**src/rtl/nibble_loop_seq_pkg.sv**
```systemverilog
// rtl/nibble_loop_seq_pkg.sv - shared ALU command/control types and sequencer state encoding
package nibble_loop_seq_pkg;

  localparam int WORD_W = 32;

  typedef enum logic [2:0] {
    CMD_ADD   = 3'd0,
    CMD_SUB   = 3'd1,
    CMD_AND   = 3'd2,
    CMD_OR    = 3'd3,
    CMD_XOR   = 3'd4,
    CMD_LSHFT = 3'd5,
    CMD_RSHFT = 3'd6,
    CMD_PASS  = 3'd7
  } AluCmd;

  typedef struct packed {
    AluCmd             cmd;
    logic [WORD_W-1:0] word1;
    logic [WORD_W-1:0] word2;
    logic [WORD_W-1:0] preinit;
    logic              one_nibble;
  } AluCtrl;

  typedef enum logic [2:0] {
    ST_IDLE = 3'd0,
    ST_PRE  = 3'd1,
    ST_ARM  = 3'd2,
    ST_RUN  = 3'd3,
    ST_FIN  = 3'd4,
    ST_CAPT = 3'd5,
    ST_RESP = 3'd6
  } nibble_seq_state_t;

endpackage

```
**src/rtl/nibble_loop_seq_if.sv**
```systemverilog
// rtl/nibble_loop_seq_if.sv - request/response handshake bundle between a client and the sequencer
interface nibble_loop_seq_if;
  import nibble_loop_seq_pkg::*;

  logic              req_valid;
  logic              req_ready;
  AluCmd             req_cmd;
  logic [WORD_W-1:0] req_w1;
  logic [WORD_W-1:0] req_w2;
  logic [WORD_W-1:0] req_preinit;
  logic              req_one_nibble;

  logic              rsp_valid;
  logic              rsp_ready;
  logic [WORD_W-1:0] rsp_result;
  logic              rsp_err;

  modport master (
    output req_valid, req_cmd, req_w1, req_w2, req_preinit, req_one_nibble, rsp_ready,
    input  req_ready, rsp_valid, rsp_result, rsp_err
  );

  modport slave (
    input  req_valid, req_cmd, req_w1, req_w2, req_preinit, req_one_nibble, rsp_ready,
    output req_ready, rsp_valid, rsp_result, rsp_err
  );

endinterface

```
**src/rtl/nibble_loop_seq.sv**
```systemverilog
// rtl/nibble_loop_seq.sv - single-op sequencer driving a nibble-serial ALU loop
// Optional watchdog abort of a stuck RUN phase: NIBBLE_LOOP_SEQ_WDOG_EN.
module nibble_loop_seq
  import nibble_loop_seq_pkg::*;
#(
  parameter int WDOG_CYCLES = 16
) (
  input  logic              clk,
  input  logic              rst,
  nibble_loop_seq_if.slave  bus,
  output logic              loop_perm_to_count,
  output logic              loop_over_one_nibble,
  output AluCmd             loop_cmd,
  output logic [WORD_W-1:0] loop_word1,
  output logic [WORD_W-1:0] loop_word2,
  output logic [WORD_W-1:0] loop_preinit,
  input  logic              loop_busy,
  input  logic [WORD_W-1:0] loop_result
);

  nibble_seq_state_t state;
  AluCtrl            hold;
  logic              req_ready_q;
  logic              rsp_valid_q;
  logic [WORD_W-1:0] rsp_result_q;
  logic              perm_q;

  assign bus.req_ready  = req_ready_q;
  assign bus.rsp_valid  = rsp_valid_q;
  assign bus.rsp_result = rsp_result_q;

  // Loop operands come straight from the hold registers, which only change on accept.
  assign loop_perm_to_count   = perm_q;
  assign loop_over_one_nibble = hold.one_nibble;
  assign loop_cmd             = hold.cmd;
  assign loop_word1           = hold.word1;
  assign loop_word2           = hold.word2;
  assign loop_preinit         = hold.preinit;

`ifdef NIBBLE_LOOP_SEQ_WDOG_EN
  localparam int CNT_W = $clog2(WDOG_CYCLES + 1);

  logic [CNT_W-1:0] wdog_cnt;
  logic             wdog_abort;
  logic             rsp_err_q;

  assign bus.rsp_err = rsp_err_q;
`else
  localparam int unused_wdog_cycles = WDOG_CYCLES;

  assign bus.rsp_err = 1'b0;
`endif

  always_ff @(posedge clk) begin
    if (rst) begin
      state        <= ST_IDLE;
      hold         <= '0;
      req_ready_q  <= 1'b1;
      rsp_valid_q  <= 1'b0;
      rsp_result_q <= '0;
      perm_q       <= 1'b0;
`ifdef NIBBLE_LOOP_SEQ_WDOG_EN
      wdog_cnt     <= '0;
      wdog_abort   <= 1'b0;
      rsp_err_q    <= 1'b0;
`endif
    end else begin
      unique case (state)
        ST_IDLE: begin
          if (bus.req_valid && req_ready_q) begin
            hold <= '{cmd:        bus.req_cmd,
                      word1:      bus.req_w1,
                      word2:      bus.req_w2,
                      preinit:    bus.req_preinit,
                      one_nibble: bus.req_one_nibble};
            req_ready_q <= 1'b0;
            state       <= ST_PRE;
          end
        end
        ST_PRE: begin
          perm_q <= 1'b1;
          state  <= ST_ARM;
        end
        ST_ARM: begin
          state <= ST_RUN;
        end
        ST_RUN: begin
`ifdef NIBBLE_LOOP_SEQ_WDOG_EN
          if (!loop_busy) begin
            wdog_cnt <= '0;
            state    <= ST_FIN;
          end else if (wdog_cnt == CNT_W'(WDOG_CYCLES - 1)) begin
            // Abort skips FIN: permission drops as the partial result is captured.
            wdog_cnt   <= '0;
            wdog_abort <= 1'b1;
            perm_q     <= 1'b0;
            state      <= ST_CAPT;
          end else begin
            wdog_cnt <= wdog_cnt + CNT_W'(1);
          end
`else
          if (!loop_busy) begin
            state <= ST_FIN;
          end
`endif
        end
        ST_FIN: begin
          perm_q <= 1'b0;
          state  <= ST_CAPT;
        end
        ST_CAPT: begin
          rsp_result_q <= loop_result;
          rsp_valid_q  <= 1'b1;
`ifdef NIBBLE_LOOP_SEQ_WDOG_EN
          rsp_err_q    <= wdog_abort;
          wdog_abort   <= 1'b0;
`endif
          state        <= ST_RESP;
        end
        ST_RESP: begin
          if (bus.rsp_ready) begin
            rsp_valid_q <= 1'b0;
            req_ready_q <= 1'b1;
`ifdef NIBBLE_LOOP_SEQ_WDOG_EN
            rsp_err_q   <= 1'b0;
`endif
            state       <= ST_IDLE;
          end
        end
        default: begin
          state <= ST_IDLE;
        end
      endcase
    end
  end

endmodule

```
**src/flat_wrapper.sv**
```systemverilog
// flat-port wrapper written by rule: the top's interface ports become plain ports
module nibble_loop_seq_flat import nibble_loop_seq_pkg::*;
#(
  parameter int WDOG_CYCLES = 16
)
  (clk, rst, loop_perm_to_count, loop_over_one_nibble, loop_cmd, loop_word1, loop_word2, loop_preinit, loop_busy, loop_result, bus_req_valid, bus_req_cmd, bus_req_w1, bus_req_w2, bus_req_preinit, bus_req_one_nibble, bus_rsp_ready, bus_req_ready, bus_rsp_valid, bus_rsp_result, bus_rsp_err);
  nibble_loop_seq_if bus_i ();
  input  logic clk;
  input  logic rst;
  output logic loop_perm_to_count;
  output logic loop_over_one_nibble;
  output AluCmd loop_cmd;
  output logic [WORD_W-1:0] loop_word1;
  output logic [WORD_W-1:0] loop_word2;
  output logic [WORD_W-1:0] loop_preinit;
  input  logic loop_busy;
  input  logic [WORD_W-1:0] loop_result;
  input wire logic [$bits(bus_i.req_valid)-1:0] bus_req_valid;
  input wire logic [$bits(bus_i.req_cmd)-1:0] bus_req_cmd;
  input wire logic [$bits(bus_i.req_w1)-1:0] bus_req_w1;
  input wire logic [$bits(bus_i.req_w2)-1:0] bus_req_w2;
  input wire logic [$bits(bus_i.req_preinit)-1:0] bus_req_preinit;
  input wire logic [$bits(bus_i.req_one_nibble)-1:0] bus_req_one_nibble;
  input wire logic [$bits(bus_i.rsp_ready)-1:0] bus_rsp_ready;
  output wire logic [$bits(bus_i.req_ready)-1:0] bus_req_ready;
  output wire logic [$bits(bus_i.rsp_valid)-1:0] bus_rsp_valid;
  output wire logic [$bits(bus_i.rsp_result)-1:0] bus_rsp_result;
  output wire logic [$bits(bus_i.rsp_err)-1:0] bus_rsp_err;
  assign bus_i.req_valid = bus_req_valid;
  assign bus_i.req_cmd = bus_req_cmd;
  assign bus_i.req_w1 = bus_req_w1;
  assign bus_i.req_w2 = bus_req_w2;
  assign bus_i.req_preinit = bus_req_preinit;
  assign bus_i.req_one_nibble = bus_req_one_nibble;
  assign bus_i.rsp_ready = bus_rsp_ready;
  assign bus_req_ready = bus_i.req_ready;
  assign bus_rsp_valid = bus_i.rsp_valid;
  assign bus_rsp_result = bus_i.rsp_result;
  assign bus_rsp_err = bus_i.rsp_err;
  nibble_loop_seq #(.WDOG_CYCLES(WDOG_CYCLES)) u_core (.clk(clk), .rst(rst), .bus(bus_i), .loop_perm_to_count(loop_perm_to_count), .loop_over_one_nibble(loop_over_one_nibble), .loop_cmd(loop_cmd), .loop_word1(loop_word1), .loop_word2(loop_word2), .loop_preinit(loop_preinit), .loop_busy(loop_busy), .loop_result(loop_result));
endmodule
```
**config.mk**
```make
export PLATFORM = sky130hd
export DESIGN_NAME = nibble_loop_seq_flat
export DESIGN_NICKNAME = d
export VERILOG_FILES = /design/src/rtl/nibble_loop_seq_pkg.sv /design/src/rtl/nibble_loop_seq_if.sv /design/src/rtl/nibble_loop_seq.sv /design/src/flat_wrapper.sv
export SDC_FILE = /design/constraint.sdc
export NUM_CORES = 1
export LEC_CHECK = 0
export BUFFER_PORTS_ARGS = -buffer_cell sky130_fd_sc_hd__buf_2
export CAP_MARGIN = 40
export CORE_MARGIN = 4
export CORE_UTILIZATION = 41
export CTS_CLUSTER_DIAMETER = 30
export DETAILED_ROUTE_END_ITERATION = 8
export GPL_ROUTABILITY_DRIVEN = 1
export HOLD_SLACK_MARGIN = 0.12
export PLACE_DENSITY = 0.85
export SETUP_SLACK_MARGIN = 0.4
export SLEW_MARGIN = 10
export SYNTH_ARGS = -nofsm -noshare
export SYNTH_HDL_FRONTEND = slang
export SYNTH_SLANG_ARGS = --single-unit
export TNS_END_PERCENT = 100
```
**constraint.sdc**
```tcl
create_clock -name clk -period 1.1 [get_ports clk]
set_input_delay 0.11 -clock clk [delete_from_list [all_inputs] [get_ports clk]]
set_output_delay 0.11 -clock clk [all_outputs]
set_load 0.005 [all_outputs]
```
==> qor.csv, run 1 <==
metric,value,unit
maxClockFrequency,686,MHz
cap_violations,0,
groute.layer.met3.usage,6.96,%
power.density,1550,nW/um^2
first_global_vias,6586,
grt_most_used_layer,met2,
fp.dieH,123,um
synthesis.yosys.warnings,0,
finalCriticalPeriod,1.46,ns
stdcell_count,1250,
grt_antenna_before_repair,1,
report.final.setup_viol,137,
reg2reg_setup_slack,-0.36,ns
ctsHtreeMaxLevel,4,
detail_route.wirelength,24100,um
ctsHoldBuffers,132,
grt_util_all_layers,27.9,%
cell_variety_after_synth,26,
postSynthAreaPerCell,8.77,um^2
synthesis.instances,613,
finalHoldViolCount,0,
initial_utilization,42.3,%
drtIter0Drc,427,
yosys_register_bits,138,
crit_path_cell_trace,buf_4 -> and3b_2 -> bufbuf_16 -> nand2_1 -> a21oi_1,
nFillCells,627,
timing.final.ws_setup,-0.357,ns
vias,6409,
design.core.area,12700,um^2
synth_sequential_area_ratio,51.4,%
num_io_pins,273,
worstPathRequired,1.41,ns
drtPass1Iterations,5,
timing.critical_path.from,u_core.state[2],
failed_checks,negative setup slack,
grt_start_max_net_pins,49,
count_of_final_max_slew_check_failures,0,
final.period_utilization,132,%
critical_path_arrival,1.77,ns
rr_endpoint,u_core.bus.rsp_result[23],
drc,0,
static-leakage-power,4.72,nW
io_buffers,271,
final_layout_size_suffix_gt1_share,49.8,%
place.detailed.instances,1033,
die_width,123,um
timing.critical_path.to_type,flip-flop,
setup.worst_path.class,reg -> reg,
wl_per_cell,19.3,um
syn-num-nets,750,
critPathCapture,u_core.bus.rsp_result[23],
tritoncts,done,
p_total,16.0,mW
clk_pin_slew,0.06,ns
root_buffer,sky130_fd_sc_hd__clkbuf_16,
slowest_cp_cell,sky130_fd_sc_hd__dfxtp_2,
clock_latency,0.41,ns
critical_path.startpoint_type,flip-flop,
status,"complete, but fails checks",
r2r.worst_path.cells,5,
clock_path_buffers,2,
global_route.usage.met2,51.5,%
fp-row-count,41,
gp_congestion,0.758,
cts.sink_count,138,
hold_path.class,in -> reg,
worstReg2RegStart,u_core.state[2],
rsz_0062_raised_after_global_routing,yes,
hold_ws,0.0547,ns
synth.cell_area,5380,um^2
timing.clock.skew,0.0144,ns
irDropWorstVdd,0.963,mV
area.growth.synth_to_final,92.5,%
global_route_wire_length_before_repair,32400,um
globalRouteMet1Util,26.5,%
post_drt_via_cell_ratio,5.13,
net_total_in_the_final_layout,1200,
cts_inserted_buffers,17,
cpPeakStageDelay,0.35,ns
crit_path_max_fanout,16,
place.detailed.hpwl,10600,um
fp.dieArea,15000,um^2
grt_overflow_total,0,
postRouteAntennaNets,0,
[flip-flops by register name (all words and copies together), names as in the netlist]
signal / flops
u_core.bus.req_ready: 1
u_core.bus.rsp_result: 32
u_core.bus.rsp_valid: 1
u_core.loop_cmd: 3
u_core.loop_over_one_nibble: 1
u_core.loop_perm_to_count: 1
u_core.loop_preinit: 32
u_core.loop_word1: 32
u_core.loop_word2: 32
u_core.state: 3
[placed cells by master, fill, tap and decap left out, types with 2 or more instances in the layout]
| cell | instances |
|---|---|
| sky130_fd_sc_hd__nand2_1 | 266 |
| sky130_fd_sc_hd__buf_2 | 177 |
| sky130_fd_sc_hd__dfxtp_2 | 137 |
| sky130_fd_sc_hd__dlygate4sd3_1 | 132 |
| sky130_fd_sc_hd__buf_6 | 104 |
| sky130_fd_sc_hd__mux2i_1 | 95 |
| sky130_fd_sc_hd__buf_4 | 49 |
| sky130_fd_sc_hd__a21oi_1 | 33 |
| sky130_fd_sc_hd__clkbuf_16 | 18 |
| sky130_fd_sc_hd__buf_12 | 11 |
| sky130_fd_sc_hd__clkbuf_8 | 6 |
| sky130_fd_sc_hd__mux2i_2 | 5 |
| sky130_fd_sc_hd__bufinv_16 | 4 |
| sky130_fd_sc_hd__diode_2 | 3 |
| sky130_fd_sc_hd__nor2_1 | 3 |
| sky130_fd_sc_hd__inv_1 | 3 |
| sky130_fd_sc_hd__a21oi_2 | 3 |
| sky130_fd_sc_hd__clkinv_2 | 3 |
| sky130_fd_sc_hd__buf_8 | 3 |
| sky130_fd_sc_hd__bufbuf_16 | 2 |
[metal layers]
metal  vias up  wire, um
met5         -         0
met4         0      1790
met3       144      1640
met2       397     12800
met1      2991      7850
li1       2877         -
[per-stage QoR]
step           area [um^2]  setup slack (ns)  util (%)  TNS, ns
3_3_place_gp          7020            -0.192      55.2   -18.72
6_report             10400            -0.357      81.4   -29.51
5_1_grt              10300            -0.406      81.3   -37.75
3_5_place_dp          7020            -0.241      55.2   -21.95
2_1_floorplan         5430            -0.127         -   -11.54
4_1_cts               9600            -0.232      75.4   -24.07
[synthesized netlist by cell type]
library cell / instances / area [um^2]
sky130_fd_sc_hd__a211oi_1: 1 / 7.51
sky130_fd_sc_hd__a21o_1: 1 / 7.51
sky130_fd_sc_hd__a21oi_1: 36 / 180
sky130_fd_sc_hd__a22o_1: 1 / 8.76
sky130_fd_sc_hd__and3b_1: 1 / 8.76
sky130_fd_sc_hd__buf_1: 2 / 7.51
sky130_fd_sc_hd__buf_2: 9 / 45.0
sky130_fd_sc_hd__buf_4: 5 / 37.5
sky130_fd_sc_hd__buf_6: 9 / 101
sky130_fd_sc_hd__clkbuf_1: 23 / 86.3
sky130_fd_sc_hd__conb_1: 1 / 3.75
sky130_fd_sc_hd__dfxtp_1: 138 / 2760
sky130_fd_sc_hd__inv_1: 3 / 11.3
sky130_fd_sc_hd__inv_2: 1 / 3.75
sky130_fd_sc_hd__mux2i_1: 101 / 1010
sky130_fd_sc_hd__nand2_1: 267 / 1000
sky130_fd_sc_hd__nand2b_1: 2 / 12.5
sky130_fd_sc_hd__nand3_1: 1 / 5.00
sky130_fd_sc_hd__nand3b_1: 1 / 7.51
sky130_fd_sc_hd__nor2_1: 3 / 11.3
sky130_fd_sc_hd__nor3_1: 1 / 5.00
sky130_fd_sc_hd__nor4_2: 1 / 12.5
sky130_fd_sc_hd__nor4bb_1: 1 / 10.0
sky130_fd_sc_hd__o21ai_0: 2 / 10.0
sky130_fd_sc_hd__o221a_1: 1 / 11.3
sky130_fd_sc_hd__o221ai_1: 1 / 8.76
[worst max-delay path, delay by kind of cell, from the launching register on]
| kind | cells | cell delay (ns) |
|---|---|---|
| flip-flops | 1 | 0.35 |
| buffers and inverters | 2 | 0.50 |
| AND/OR/NAND/NOR | 2 | 0.34 |
| AO/OA/AOI/OAI | 1 | 0.18 |
[cell families after synthesis]
group	count (synthesis)	synth area share (%)
other	1	0.0697
AOI/OAI and AO/OA	43	4.35
muxes	101	18.8
and+or+nand+nor	278	20.0
buffers and inverters	52	5.44
DFF	138	51.4
[cell type report]
type / count / area [um^2] / share of cell area, %
flip-flops and latches: 138 / 2940 / 28.4
clock inverters: 7 / 135 / 1.31
inverters: 4 / 17.5 / 0.169
clock buffers: 24 / 512 / 4.94
multi-input cells: 423 / 2430 / 23.4
well taps: 172 / 215 / 2.08
diodes: 3 / 7.51 / 0.0725
repair buffers: 479 / 4100 / 39.6
[how the worst min path moves through the flow]
stage	startpoint	endpoint	slack (ns)	depth (start not counted)
2_1_floorplan	loop_result[0]	u_core.bus.rsp_result[0]	0.25	2
3_3_place_gp	loop_result[27]	u_core.bus.rsp_result[27]	0.35	3
3_5_place_dp	loop_result[27]	u_core.bus.rsp_result[27]	0.36	3
4_1_cts	bus_rsp_ready	u_core.bus.req_ready	0.02	3
5_1_grt	rst	u_core.bus.req_ready	0.06	3
6_report	rst	u_core.bus.req_ready	0.05	3
[where the power goes]
part	switching, mW	internal (mW)	leakage, nW	total [mW]
combinational	1.56	2.25	3.21	3.81
clock	2.12	4.14	0.322	6.26
sequential	0.372	5.57	1.19	5.94
[timing repair]
item / CTS / global route
setup buffers: 15 / 33
pin swaps: 6 / 2
setup endpoints to repair: 273 / 273
gates cloned: 2 / 1
endpoints found under the hold margin: 137 / 2
gates resized for setup: 152 / 116
Power figures use the tool's default switching activity.
==> run 2: changes to the inputs <==
ABC_AREA = 1   (was not set)
GPL_TIMING_DRIVEN = 1   (was not set)
PLACE_DENSITY = 0.86   (was 0.85)
SLEW_MARGIN = not set   (was 10)
==> run 2 against run 1 <==
The run still ends with negative setup slack left. Clock skew is 0.0040 ns lower. Global-route usage is 0.55 points higher. Sequential power is 29% higher. Register-to-register slack worse by 0.04 ns. Sequential cell count stayed put. Core utilization is 5.7 points higher. Combinational power grew to 2.9 times the previous value. Largest cell class unchanged.
==> qor.csv, run 2 <==
metric,value,unit,change
global_route_wire_length_before_repair,32800,um,+1.5%
grt_antenna_before_repair,3,,+2
netlist_top_cells_area,"sky130_fd_sc_hd__dfxtp_1 53%, sky130_fd_sc_hd__a21oi_1 13%, sky130_fd_sc_hd__o21ai_1 9.3%",,
failed_checks,negative setup slack,,
clock_path_buffers,2,,unchanged
fp-row-count,40,,-2.4%
worstReg2RegStart,u_core.state[1],,
cts_inserted_buffers,17,,unchanged
leading_cell_types_in_the_layout_fill_and_taps_excluded,"205 x sky130_fd_sc_hd__buf_2, 133 x sky130_fd_sc_hd__dlygate4sd3_1, 104 x sky130_fd_sc_hd__inv_1",,
static-leakage-power,4.58,nW,-2.9%
timing.final.ws_setup,-0.392,ns,-0.0354 ns
reg2reg_setup_slack,-0.39,ns,-0.04 ns
dpl_worst_slack,-0.145,ns,+0.0958 ns
gp_congestion,0.788,,+3.9%
ctsHtreeMaxLevel,4,,unchanged
r2r.worst_path.cells,6,,+1
clk_pin_slew,0.07,ns,about the same
root_buffer,sky130_fd_sc_hd__clkbuf_16,,
grt_start_max_net_pins,90,,+84%
finalCriticalPeriod,1.49,ns,+0.0354 ns
die_width,121,um,-1.5%
drtPass1Iterations,6,,+1
cts.sink_count,138,,unchanged
timing.clock.skew,0.0103,ns,-0.00403 ns
first_global_vias,6442,,-2.2%
async_reset_ff_share,0,%,unchanged
maxClockFrequency,670,MHz,-2.4%
cap_violations,0,,unchanged
postSynthAreaPerCell,8.26,um^2,-5.9%
critical_path_arrival,1.79,ns,+0.02 ns
post-route-util,87.1,%,+5.7 points
area.growth.synth_to_final,104,%,
synth.largest_area_cell,sky130_fd_sc_hd__dfxtp_1,,
timing.critical_path.to_type,flip-flop,,
timing.hold.worst_endpoint,u_core.state[0],,
detail_route.wirelength,29700,um,+23%
rr_endpoint,u_core.loop_word2[10],,
hold-path-cell-count,5,,+2
hold_path.class,in -> reg,,
place.detailed.hpwl,10900,um,+2.7%
synth_top_cell_area_share,53.1,%,+1.7 points
hold_path_start,loop_busy,,
synthesis.instances,630,,+2.8%
grt_util_all_layers,28.5,%,+0.55 points
cell_variety_after_synth,20,,-23%
drc,0,,unchanged
slew_headroom,63.5,%,
wl_per_cell,23.6,um,+22%
final.period_utilization,136,%,+3.2 points
setup.worst_path.class,reg -> reg,,
finalHoldViolCount,0,,unchanged
synth_sequential_area_ratio,53.1,%,+1.7 points
synthesis.yosys.warnings,0,,unchanged
setup-tns-final,-35.95,ns,-6.44 ns
yosys_register_bits,138,,unchanged
ctsHoldBuffers,133,,+0.76%
final_layout_size_suffix_gt1_share,57.3,%,+7.5 points
placement_stage_cell_area,6730,um^2,-4.1%
rsz_0062_raised_after_global_routing,yes,,
synth.cell_area,5200,um^2,-3.3%
stdcell_area,10600,um^2,+2.8%
drtIter0Drc,993,,+130%
power.density,2310,nW/um^2,+49%
count_of_final_max_slew_check_failures,0,,unchanged
clock_latency,0.41,ns,about the same
vias,7038,,+9.8%
report.final.setup_viol,139,,+1.5%
initial_utilization,42.6,%,+0.33 points
synth_enable_flop_cells,0,,unchanged
num_io_pins,273,,unchanged
postRouteAntennaNets,0,,unchanged
design.core.area,12200,um^2,-4.0%
tritoncts,done,,
fp.dieH,121,um,-1.5%
grt_overflow_total,0,,unchanged
post_synth_most_frequent_cells,"138 x sky130_fd_sc_hd__dfxtp_1, 134 x sky130_fd_sc_hd__a21oi_1, 107 x sky130_fd_sc_hd__inv_1",,
io_buffers,271,,unchanged
mostFrequentLayoutCell,sky130_fd_sc_hd__buf_2,,
post-synth-top-count-cell,sky130_fd_sc_hd__dfxtp_1,,
post_drt_via_cell_ratio,5.59,,+9.0%
fp.dieArea,14600,um^2,-3.0%
crit_path_max_fanout,45,,+29
p_total,24.6,mW,+53%
net_total_in_the_final_layout,1211,,+0.92%
transition_time_at_the_pin_with_the_least_slew_margin,0.548,ns,
postSynth.topFlopCell,sky130_fd_sc_hd__dfxtp_1,,
critical_path.startpoint_type,flip-flop,,
irDropWorstVdd,1.36,mV,+41%
syn-num-nets,767,,+2.3%
worstPathRequired,1.39,ns,-0.02 ns
status,"complete, but fails checks",,
run 2: cell types whose count changed after synthesis, sizes merged, moves of 3 or more:
cell / previous run / this run
buf: 25 / 33
o21ai: 2 / 101
nor2: 3 / 6
nand3: 1 / 39
nand2: 267 / 48
clkbuf: 23 / 17
mux2i: 101 / 0
a21oi: 36 / 137
inv: 4 / 108
run 2: worst max path at each step:
stage                       endpoint            start  slack, ns
6_report       u_core.loop_word2[10]  u_core.state[1]      -0.39
4_1_cts        u_core.loop_word1[17]  u_core.state[0]      -0.15
3_5_place_dp    u_core.loop_word2[7]  u_core.state[0]      -0.15
5_1_grt        u_core.loop_word2[10]  u_core.state[1]      -0.43
2_1_floorplan     u_core.loop_cmd[0]  u_core.state[0]       -0.1
3_3_place_gp    u_core.loop_word2[7]  u_core.state[0]      -0.12
run 2: layout make-up:
type | count | area (um^2)
multi-input combinational | 334 | 2480
inverter | 108 | 408
clock buffer | 21 | 450
timing repair buffer | 475 | 4070
antenna | 4 | 10.0
tap | 168 | 210
clock inverter | 11 | 121
fill | 486 | 1570
sequential | 138 | 2890
run 2: where the power goes:
| group | switching, mW | internal [mW] | leakage (nW) |
|---|---|---|---|
| registers | 1.12 | 6.57 | 1.17 |
| logic | 5.63 | 5.52 | 3.15 |
| clock network | 2.33 | 3.40 | 0.266 |
run 2: kinds of logic (layout without fill, tap and decap cells):
kind of cell,after synthesis,in the layout,synth area share (%)
and+or+nand+nor,94,94,8.27
other,1,5,0.0721
buffers and inverters,158,615,15.1
AOI/OAI and AO/OA,239,239,23.5
DFF,138,138,53.1
run 2: per-layer routing:
metal  routed length, um  track usage (%)  vias up
met2               14300             50.6      659
met5                   0                0        -
met4                2090             14.0        0
met3                3390             9.59      200
met1                9880             29.9     3243
li1                    -                -     2936
run 2: per-stage QoR:
step,hold slack (ns),cells
5_1_grt,0.174,1258
3_5_place_dp,0.377,1046
4_1_cts,0.0884,1220
3_3_place_gp,0.366,1046
6_report,0.172,1259
2_1_floorplan,0.255,630
run 2: critical path, cell delays in order (launching register included):
cell and delay (ns):
sky130_fd_sc_hd__dfxtp_4 0.35, sky130_fd_sc_hd__nor2_4 0.15, sky130_fd_sc_hd__nand4_4 0.12, sky130_fd_sc_hd__buf_12 0.16, sky130_fd_sc_hd__buf_16 0.19, sky130_fd_sc_hd__o21ai_1 0.27
sky130_fd_sc_hd__a21oi_1 0.09
run 2: timing repair:
item | CTS | global route
endpoints found under the setup margin | 273 | 273
buffers inserted | 8 | 24
gates resized for setup | 100 | 265
pin swaps | 4 | 26
endpoints found under the hold margin | 136 | 1
gates cloned | 1 | 11
